--- src/rtl/store_buffer.sv ---
// rtl/store_buffer.sv - store staging queue: byte-enable/lane encoding, in-order drain to data memory, load hazard detection
module store_buffer #(
    parameter int          DEPTH      = 4,
    parameter logic [31:0] ADDR_LIMIT = 32'h00003000
) (
    input  logic        clk,
    input  logic        reset_n,
    input  logic        st_valid,
    input  logic [1:0]  st_type,
    input  logic [31:0] st_addr,
    input  logic [31:0] st_data,
    input  logic [31:0] st_pc,
    output logic        st_ready,
    output logic        st_exc,
    input  logic        ld_valid,
    input  logic [31:0] ld_addr,
    output logic        ld_hazard,
    input  logic        dm_ready,
    output logic        memWrite,
    output logic [31:0] memAddr,
    output logic [31:0] memData,
    output logic [3:0]  BE,
    output logic [31:0] pc
);

    localparam int PTR_W = $clog2(DEPTH);
    localparam int CNT_W = PTR_W + 1;

    localparam logic [1:0] TYPE_SW = 2'b00;
    localparam logic [1:0] TYPE_SH = 2'b01;
    localparam logic [1:0] TYPE_SB = 2'b10;
    localparam logic [1:0] TYPE_NONE = 2'b11;

    logic [29:0] q_addr [DEPTH];
    logic [31:0] q_data [DEPTH];
    logic [3:0]  q_be   [DEPTH];
    logic [31:0] q_pc   [DEPTH];

    logic [PTR_W-1:0] head;
    logic [PTR_W-1:0] tail;
    logic [CNT_W-1:0] count;

    logic             empty;
    logic             full;
    logic             is_req;
    logic             misalign;
    logic             out_of_range;
    logic             push;
    logic             pop;
    logic [3:0]       be_enc;
    logic [31:0]      data_enc;
    logic [DEPTH-1:0] ent_valid;
    logic [DEPTH-1:0] ent_hit;
    logic [PTR_W-1:0] rel;
    logic             unused_ld_bits;

    assign empty = (count == '0);
    assign full  = (count == CNT_W'(DEPTH));

    assign st_ready = ~full;

    // Reserved type is treated as no request at all, so it can never raise an exception.
    assign is_req = st_valid & (st_type != TYPE_NONE);

    always_comb begin
        misalign = 1'b0;
        case (st_type)
            TYPE_SW: misalign = (st_addr[1:0] != 2'b00);
            TYPE_SH: misalign = st_addr[0];
            default: misalign = 1'b0;
        endcase
    end

    assign out_of_range = (st_addr >= ADDR_LIMIT);
    assign st_exc       = is_req & (misalign | out_of_range);

    assign push = is_req & ~st_exc & st_ready;
    assign pop  = ~empty & dm_ready;

    always_comb begin
        be_enc   = 4'b1111;
        data_enc = st_data;
        case (st_type)
            TYPE_SH: begin
                be_enc   = st_addr[1] ? 4'b1100 : 4'b0011;
                data_enc = {2{st_data[15:0]}};
            end
            TYPE_SB: begin
                be_enc   = 4'b0001 << st_addr[1:0];
                data_enc = {4{st_data[7:0]}};
            end
            default: begin
                be_enc   = 4'b1111;
                data_enc = st_data;
            end
        endcase
    end

    always_ff @(posedge clk or negedge reset_n) begin
        if (!reset_n) begin
            head  <= '0;
            tail  <= '0;
            count <= '0;
        end else begin
            if (push) begin
                tail <= tail + 1'b1;
            end
            if (pop) begin
                head <= head + 1'b1;
            end
            case ({push, pop})
                2'b10:   count <= count + 1'b1;
                2'b01:   count <= count - 1'b1;
                default: count <= count;
            endcase
        end
    end

    // Payload needs no reset: entries are only observed while counted as valid.
    always_ff @(posedge clk) begin
        if (push) begin
            q_addr[tail] <= st_addr[31:2];
            q_data[tail] <= data_enc;
            q_be[tail]   <= be_enc;
            q_pc[tail]   <= st_pc;
        end
    end

    assign memWrite = ~empty;
    assign memAddr  = empty ? 32'h0 : {q_addr[head], 2'b00};
    assign memData  = empty ? 32'h0 : q_data[head];
    assign BE       = empty ? 4'h0  : q_be[head];
    assign pc       = empty ? 32'h0 : q_pc[head];

    // An entry is live when its distance from head is below count; the popping head still counts.
    always_comb begin
        rel       = '0;
        ent_valid = '0;
        ent_hit   = '0;
        for (int i = 0; i < DEPTH; i++) begin
            rel          = PTR_W'(i) - head;
            ent_valid[i] = ({1'b0, rel} < count);
            ent_hit[i]   = ent_valid[i] & (q_addr[i] == ld_addr[31:2]);
        end
    end

    assign ld_hazard      = ld_valid & (|ent_hit);
    assign unused_ld_bits = ^ld_addr[1:0];

endmodule

--- config.mk ---
export PLATFORM = sky130hd
export DESIGN_NAME = store_buffer
export DESIGN_NICKNAME = d
export VERILOG_FILES = /design/src/rtl/store_buffer.sv
export SDC_FILE = /design/constraint.sdc
export NUM_CORES = 1
export LEC_CHECK = 0
export ABC_CLOCK_PERIOD_IN_PS = 3800
export CORE_UTILIZATION = 45
export CTS_BUF_LIST = sky130_fd_sc_hd__clkbuf_8
export DETAILED_ROUTE_END_ITERATION = 12
export PLACE_DENSITY = 0.7
export SYNTH_ARGS = -nofsm -noshare
export SYNTH_HDL_FRONTEND = slang
export SYNTH_SLANG_ARGS = --single-unit
--- constraint.sdc ---
create_clock -name clk -period 3.8 [get_ports clk]
set_input_delay 0.95 -clock clk [delete_from_list [all_inputs] [get_ports clk]]
set_output_delay 0.95 -clock clk [all_outputs]
set_load 0.05 [all_outputs]
==> flow_summary.html <==
<table>
<tr><th>Metric</th><th>Value</th></tr>
<tr><th colspan="2">Global route</th></tr>
<tr><td>Number of antenna violations at the first check in global routing</td><td>5</td></tr>
<tr><td>Total overflow reported by the global router</td><td>0</td></tr>
<tr><td>Pin count of the biggest net entering global routing</td><td>47</td></tr>
<tr><td>Wire length of the first global-routing pass</td><td>between 60,000 and 70,000 um</td></tr>
<tr><td>Global-route usage over all layers</td><td>22.1%</td></tr>
<tr><td>Vias in the first global route</td><td>10,200</td></tr>
<tr><th colspan="2">STA</th></tr>
<tr><td>Max-slew headroom</td><td>64.4%</td></tr>
<tr><td>Achievable Freq</td><td>about 0.26 GHz</td></tr>
<tr><td>Worst-margin pin slew</td><td>532 ps</td></tr>
<tr><td>Post-route setup TNS</td><td>-8.09 ps</td></tr>
<tr><td>Number of hold-slack violations in the final timing report</td><td>0</td></tr>
<tr><td>Post-route fraction of the period consumed by the critical path</td><td>100%</td></tr>
<tr><td>Max-slew violation count</td><td>0</td></tr>
<tr><td>Setup repair after global routing missed its margin</td><td>yes</td></tr>
<tr><td>Post-route clock skew</td><td>15.9 ps</td></tr>
<tr><td>PnR worst setup slack</td><td>-8.09 ps</td></tr>
<tr><td>Tmin final</td><td>approximately 3800 ps</td></tr>
<tr><td>Total setup violations reported at the end of the flow</td><td>1</td></tr>
<tr><th colspan="2">Cells and area</th></tr>
<tr><td>Combined flip-flop and latch cell area</td><td>12,000 sq um</td></tr>
<tr><td>Footprint of the multi-input gates</td><td>5150 sq um</td></tr>
<tr><td>Syn-to-layout area delta</td><td>30.1%</td></tr>
<tr><td>Layout Nets</td><td>1,425</td></tr>
<tr><td>Share of post-route cells with drive strength above 1</td><td>25.9%</td></tr>
<tr><td>Fillers</td><td>roughly 2,900</td></tr>
<tr><th colspan="2">Detailed routing</th></tr>
<tr><td>Iteration-0 DRC count of the detailed router</td><td>605</td></tr>
<tr><td>Average via count per standard cell</td><td>roughly 5.3</td></tr>
<tr><td>Number of iterations in the first detailed-routing pass</td><td>5</td></tr>
<tr><td>Remaining number of nets flagged by the antenna check after routing</td><td>0</td></tr>
<tr><td>Remaining design rule violation count</td><td>0</td></tr>
<tr><td>Routed WL</td><td>42,100 um</td></tr>
<tr><td>Per-cell routed wire length</td><td>22.8 um</td></tr>
<tr><td>Number of vias in the routed layout</td><td>about 9,800</td></tr>
<tr><th colspan="2">Worst setup path</th></tr>
<tr><td>Crit path DAT</td><td>2860 ps</td></tr>
<tr><td>Type of origin of the critical path</td><td>input pin</td></tr>
<tr><td>Master of the slowest instance on the critical path</td><td>or4_4</td></tr>
<tr><td>Data required time of the worst path</td><td>roughly 2900 ps</td></tr>
<tr><td>Critical Path Fanout Max</td><td>3</td></tr>
<tr><td>FF-to-FF End</td><td>count[2]</td></tr>
<tr><td>CP Launch Point</td><td>ld_addr[15]</td></tr>
<tr><td>Endpoint class of the critical path</td><td>output port</td></tr>
<tr><td>Minimum setup slack among reg-to-reg paths</td><td>1260 ps</td></tr>
<tr><td>Reg-to-Reg Start</td><td>count[2]</td></tr>
<tr><td>Length in cells of the worst reg-to-reg path</td><td>9</td></tr>
<tr><td>Largest incremental delay on the critical path</td><td>570 ps</td></tr>
<tr><td>Worst path bufs/invs</td><td>3</td></tr>
<tr><td>Cell-by-cell listing of the critical path</td><td>clkdlybuf4s50_1 &gt; buf_4 &gt; xor2_1 &gt; nor4_1 &gt; nand4_1 &gt; a2111oi_4 &gt; or4_4 &gt; buf_12</td></tr>
<tr><td>Kind of cell with the highest combined delay on the critical path</td><td>buffers and inverters</td></tr>
<tr><td>Category of the critical setup timing path</td><td>in2out</td></tr>
<tr><th colspan="2">Floorplan</th></tr>
<tr><td>Effective utilization at floorplan</td><td>45.7%</td></tr>
<tr><td>Die X</td><td>197 um</td></tr>
<tr><td>Count of standard-cell rows</td><td>71</td></tr>
<tr><td>Die height</td><td>197 um</td></tr>
<tr><td>Placeable core region</td><td>37,600 sq um</td></tr>
<tr><td>Number of ports placed on the die boundary</td><td>239</td></tr>
<tr><td>DIE AREA</td><td>38,900 sq um</td></tr>
<tr><th colspan="2">Yosys</th></tr>
<tr><td>Post-synthesis async set-or-reset flop share</td><td>under 10%</td></tr>
<tr><td>Instance count of the mapped netlist</td><td>between 900 and 1,000</td></tr>
<tr><td>Combined area of all synthesized cells</td><td>17,200 sq um</td></tr>
<tr><td>Unique masters post-synth</td><td>35</td></tr>
<tr><td>Flip-flop and latch count after synthesis</td><td>399</td></tr>
<tr><td>Post-synth EDFFs</td><td>slightly below 400</td></tr>
<tr><td>Most used flip-flop cell after synthesis</td><td>edfxtp_1</td></tr>
<tr><td>Avg Inst Size Synth</td><td>~18 sq um</td></tr>
<tr><td>Synth warnings</td><td>0</td></tr>
<tr><td>Proportion of synthesized chip area in sequential cells</td><td>69.6%</td></tr>
<tr><th colspan="2">Clock tree</th></tr>
<tr><td>Hold-fix buffers at CTS</td><td>0</td></tr>
<tr><td>Clock Pin Slew Worst Setup and Hold Paths</td><td>50 ps</td></tr>
<tr><td>TritonCTS clock tree</td><td>built</td></tr>
<tr><td>Clock root buffer</td><td>clkbuf_8</td></tr>
<tr><td>Source-to-sink clock delay at the later pin of the worst-skew pair</td><td>600 ps</td></tr>
<tr><td># H-tree levels</td><td>3</td></tr>
<tr><td>Clk sink count</td><td>399</td></tr>
<tr><td>Max Root-Sink Buffers</td><td>3</td></tr>
<tr><td>Number of clock buffers inserted by TritonCTS</td><td>68</td></tr>
<tr><th colspan="2">Power and ir drop</th></tr>
<tr><td>Maximum VDD drop</td><td>0.561 mV</td></tr>
<tr><td>Pwr/cell area</td><td>approximately 700 nW/um^2</td></tr>
<tr><td>Static leakage</td><td>0.00805 uW</td></tr>
<tr><th colspan="2">Hold path</th></tr>
<tr><td>Class of the worst hold path</td><td>reg2reg</td></tr>
<tr><td>Worst hold start</td><td>count[1]</td></tr>
<tr><td>Capture endpoint of the worst hold path</td><td>count[1]</td></tr>
<tr><td>Worst hold stages</td><td>2</td></tr>
<tr><th colspan="2">Placed design</th></tr>
<tr><td>Pre-CTS setup slack</td><td>-239 ps</td></tr>
<tr><td>Number of port buffers</td><td>roughly 230</td></tr>
<tr><td>RePlAce Congestion</td><td>0.916</td></tr>
<tr><td>Final HPWL from detailed placement</td><td>~28,000 um</td></tr>
<tr><th colspan="2">Outcome</th></tr>
<tr><td>Status</td><td>finished with violations</td></tr>
<tr><td>Violated checks</td><td>negative setup slack</td></tr>
<tr><th colspan="2">Run</th></tr>
<tr><td>Max cap viols</td><td>0</td></tr>
</table>
==> worst max path at each step <==
stage	endpoint	slack, ps	cells past startpoint
after floorplan	q_addr[0][0]	190	8
after global placement	ld_hazard	-230	8
after detailed placement	ld_hazard	-240	8
after CTS	ld_hazard	-120	8
after global routing	ld_hazard	-70	8
final	ld_hazard	-8	8
==> synth_stat cells, types with 3 or more instances <==
master	n	area share, %
xor2_1	113	5.8
nand3_1	6	0.18
o22ai_1	8	0.29
inv_1	23	0.50
dfrtp_1	7	1.0
nor3_1	4	0.12
edfxtp_1	392	69
nor4_1	28	1.0
buf_4	11	0.48
a22oi_1	8	0.35
nor2_1	11	0.24
a21oi_1	15	0.44
a22o_1	8	0.41
nand2_1	11	0.24
buf_2	5	0.15
clkbuf_1	16	0.35
mux4_2	98	13
xnor2_1	14	0.71
and2_1	104	3.8
a2111oi_0	3	0.15
o21ai_0	6	0.18
ha_1	13	0.95
nand4_1	9	0.33
buf_1	11	0.24
==> flip-flops by register name, summed over array words and instances (netlist names) <==
register  cells
q_be         16
q_data      128
q_pc        128
tail          2
count         3
head          2
q_addr      120
==> stage by stage <==
step	util (%)	instances	hold slack, ps	area, sq um	power, uW
after floorplan	-	936	450	17200	9820
after global placement	55.1	1711	468	20700	12000
after CTS	58.7	1841	548	22100	15700
after detailed placement	55.1	1711	476	20700	12000
final	59.4	1843	547	22300	15500
after global routing	59.4	1842	584	22300	16200
==> layout make-up <==
class                   instances  share of cell area [%]
flip-flops and latches        399                    53.5
multi-input cells             473                    23.1
repair buffers                311                    14.4
clock buffers                  72                    4.44
well taps                     511                    2.86
clock inverters                52                    1.22
inverters                      23                   0.420
diodes                          2                  0.0224
==> report_power, final <==
part | switching (uW) | total [uW] | internal, uW | leakage, uW
Combinational | 4350 | 6980 | 2620 | 0.00370
Sequential | 116 | 5010 | 4890 | 0.00361
Clock | 1650 | 3540 | 1890 | 0.000740
==> repair_timing <==
item	CTS	global route
setup endpoints to repair	59	21
pin swaps	3	10
buffers inserted	4	0
resized for setup	32	64
cloned	2	0
==> tightest hold or removal path: stages (launching register included) <==
cell,delay [ps]
dfrtp_1,380
nand2_1,60
o21ai_0,70
==> logic make-up after synthesis <==
kind of cell,count (synthesis),synth area share [%]
AO/OA/AOI/OAI,51,2.00
multiplexers,99,12.9
XOR/XNOR,127,6.48
adder cells (fa/ha/maj),14,1.06
flip-flops,399,69.6
other,1,0.0219
buffers and inverters,66,1.72
AND/OR/NAND/NOR,178,6.15
==> routing by layer <==
| layer | vias to the layer above | GRT usage, % | share of wire [%] |
|---|---|---|---|
| met1 | 4983 | 28.2 | 40 |
| met4 | 4 | 7.35 | 1.9 |
| met3 | 56 | 6.16 | 8.2 |
| met2 | 406 | 36.4 | 50 |
| met5 | - | 0 | 0.062 |
| li1 | 4371 | - | - |
==> placed cells by master (no fill, tap or decap), drive strengths merged, types with 11 or more instances in the layout <==
cell type,count
xnor2,14
ha,13
clkbuf,72
clkinv,16
buf,127
nor2,11
xor2,113
mux4,98
dlygate4sd2,21
edfxtp,392
and2,104
dlymetal6s2s,41
nand2,11
a21oi,16
nor4,28
inv,51
clkdlybuf4s50,122
(Power assumes the default switching activity.)
==> edit: new RTL, config.mk and constraints unchanged <==
Set the parameter `DEPTH` to 2 (it was 4).
--- a/src/rtl/store_buffer.sv
+++ b/src/rtl/store_buffer.sv
@@ -1,5 +1,5 @@
 // rtl/store_buffer.sv - store staging queue: byte-enable/lane encoding, in-order drain to data memory, load hazard detection
 module store_buffer #(
-    parameter int          DEPTH      = 4,
+    parameter int          DEPTH      = 2,
     parameter logic [31:0] ADDR_LIMIT = 32'h00003000
 ) (
Formal check against the unedited RTL: not equivalent (a bounded check fails within 4 cycles, from zero or initial values and one cycle with reset_n low).
==> edit against the original RTL <==
  * Setup slack improved by 0.11 ns
  * Fmax rose by 3.0%
  * Area after synthesis fell by 49%
  * Critical endpoint unchanged
  * Critical path depth fell by 1
  * Cell area fell by 47%
  * Sequential cell count fell by 199
  * Core utilization rose by 3.2 points
  * Routed wire length fell by 50%
  * Final cell count fell by 39%
  * Total power fell by 49%
  * Largest power group unchanged
  * Sequential share of layout area fell by 2.9 points
  * Count of clock-buffer cells in the layout fell by 55
  * Non-clock buffer count fell by 64
==> edit: results <==
{
  "yosysUniqueCellTypes": 35,
  "largestRegisters": "q_data (64), q_pc (64), q_addr (60)",
  "synth_commonest_cells": "edfxtp_1, nor2_1, mux2i_1",
  "grt_pass1_wl_um": 32200,
  "wl_met1_um": 8790,
  "grt_usage": 0.216,
  "dp_hpwl_um": 15100,
  "layout.nets": 988,
  "worst_r2r_path_depth": 7,
  "ys_seq_area_frac": 0.681,
  "post_cts_resized": 0,
  "drt-initial-drc-count": 284,
  "whs_path_depth": 1,
  "hold_path_startpoint": "tail",
  "grt_max_degree": 69,
  "synth_edf_count": 196,
  "clk_pin_slew_ns": 0.09,
  "wl_per_cell_um": 18.9,
  "clk_latency_ns": 0.45,
  "portBuffers": 234,
  "routabilityCongestion": 0.850,
  "crit_slowest_cell": "clkdlybuf4s50_1",
  "drive_gt1_frac": 0.0826,
  "dr_total_vias": 5687,
  "outcome": "finished clean",
  "reg2reg_to": "count[1]",
  "r2r_start": "count[1]",
  "tightest_slew_ns": 0.579,
  "grt-ovfl-total": 0,
  "post-place-cells": 1089,
  "crit_path_max_fanout": 2,
  "met3WireLength_um": 1200,
  "cts_setup_buffers": 0,
  "drt-total-wl_um": 21200,
  "synthArstFlopShare": 0.0200,
  "fin_skew_ns": 0.0131,
  "antenna_found_initial": 0,
  "antenna_cells": 0,
  "rrSetupSlack_ns": 1.63,
  "syn-cell-area_um2": 8790,
  "hold_ws_ns": 0.583,
  "worstPathArrival_ns": 2.75,
  "grt_pass1_vias": 5905,
  "hold_path_end": "tail",
  "yosys-top-cells-area": "edfxtp_1, mux2i_1, xnor2_1, nor2_1, xor2_1",
  "setup_violations": 0,
  "p_leak_uw": 0.00426,
  "cts-buffers-inserted": 17,
  "cts.htree.levels": 4,
  "drtPass1Iterations": 4,
  "max-vdd-ir-drop_mv": 0.397,
  "dp_slack_ns": 0.101,
  "critical-path-max-stage-delay_ns": 0.45,
  "maxUsedRoutingLayer": "met4",
  "syn-mean-instance-area_um2": 14.3,
  "dr_wl_met2_um": 10900,
  "clock_path_buffers": 2
}
## edit: cell count changes after synthesis, moves of 12 or more
cell,unedited run,this run
and2_1,104,2
clkbuf_1,16,4
edfxtp_1,392,196
mux2i_1,0,98
mux4_2,98,0
nor2_1,11,111
nor4_1,28,9
xnor2_1,14,51
xor2_1,113,13
## edit: cell families (layout without fill, tap and decap cells)
| family | after synthesis | after routing | synth area share |
|---|---|---|---|
| other cells | 1 | 2 | 0.000427 |
| mux | 98 | 98 | 0.112 |
| buf+inv | 46 | 292 | 0.0238 |
| xor+xnor | 65 | 65 | 0.0656 |
| fa+ha+maj | 5 | 5 | 0.00712 |
| flops | 200 | 200 | 0.681 |
| compound gates | 43 | 43 | 0.0319 |
| simple gates | 155 | 155 | 0.0784 |
## edit: layer usage
| layer | vias to the layer above | GRT usage |
|---|---|---|
| met5 | - | 0 |
| met4 | 0 | 0.0640 |
| met3 | 23 | 0.0469 |
| met2 | 195 | 0.381 |
| met1 | 2767 | 0.266 |
| li1 | 2702 | - |
## edit: layout make-up
cell class,count,area [µm²]
clock buffer,17,234
clock inverter,14,110
fill,1441,7060
inverter,14,52.6
multi-input combinational,368,2620
sequential,200,5990
tap,260,325
timing repair buffer,247,2500
## edit: critical path: cells and delay by family
family / cells / cell delay, ns
AOI/OAI and AO/OA: 1 / 0.26
xor gates and xnor gates: 1 / 0.28
buffers and inverters: 2 / 0.63
and+or+nand+nor: 3 / 0.63
## edit: stage by stage
| step | util | area, µm² |
|---|---|---|
| final | 0.626 | 11800 |
| after global routing | 0.626 | 11800 |
| after CTS | 0.626 | 11800 |
| after detailed placement | 0.608 | 11500 |
| after global placement | 0.608 | 11500 |
| after floorplan | - | 8800 |
## edit: report_power, final
group          switching, µW  internal (µW)
logic                   2820           1430
clock network            700            508
registers               37.3           2450
total                   3550           4380
## edit: how the worst max path moves through the flow
stage	startpoint	end	slack, ns
after floorplan	st_type[1]	q_addr[0][0]	-1.08
after global placement	ld_addr[21]	ld_hazard	0.09
after detailed placement	st_type[1]	st_exc	0.10
after CTS	ld_addr[21]	ld_hazard	0.09
after global routing	st_type[1]	st_exc	0.02
final	ld_addr[2]	ld_hazard	0.10
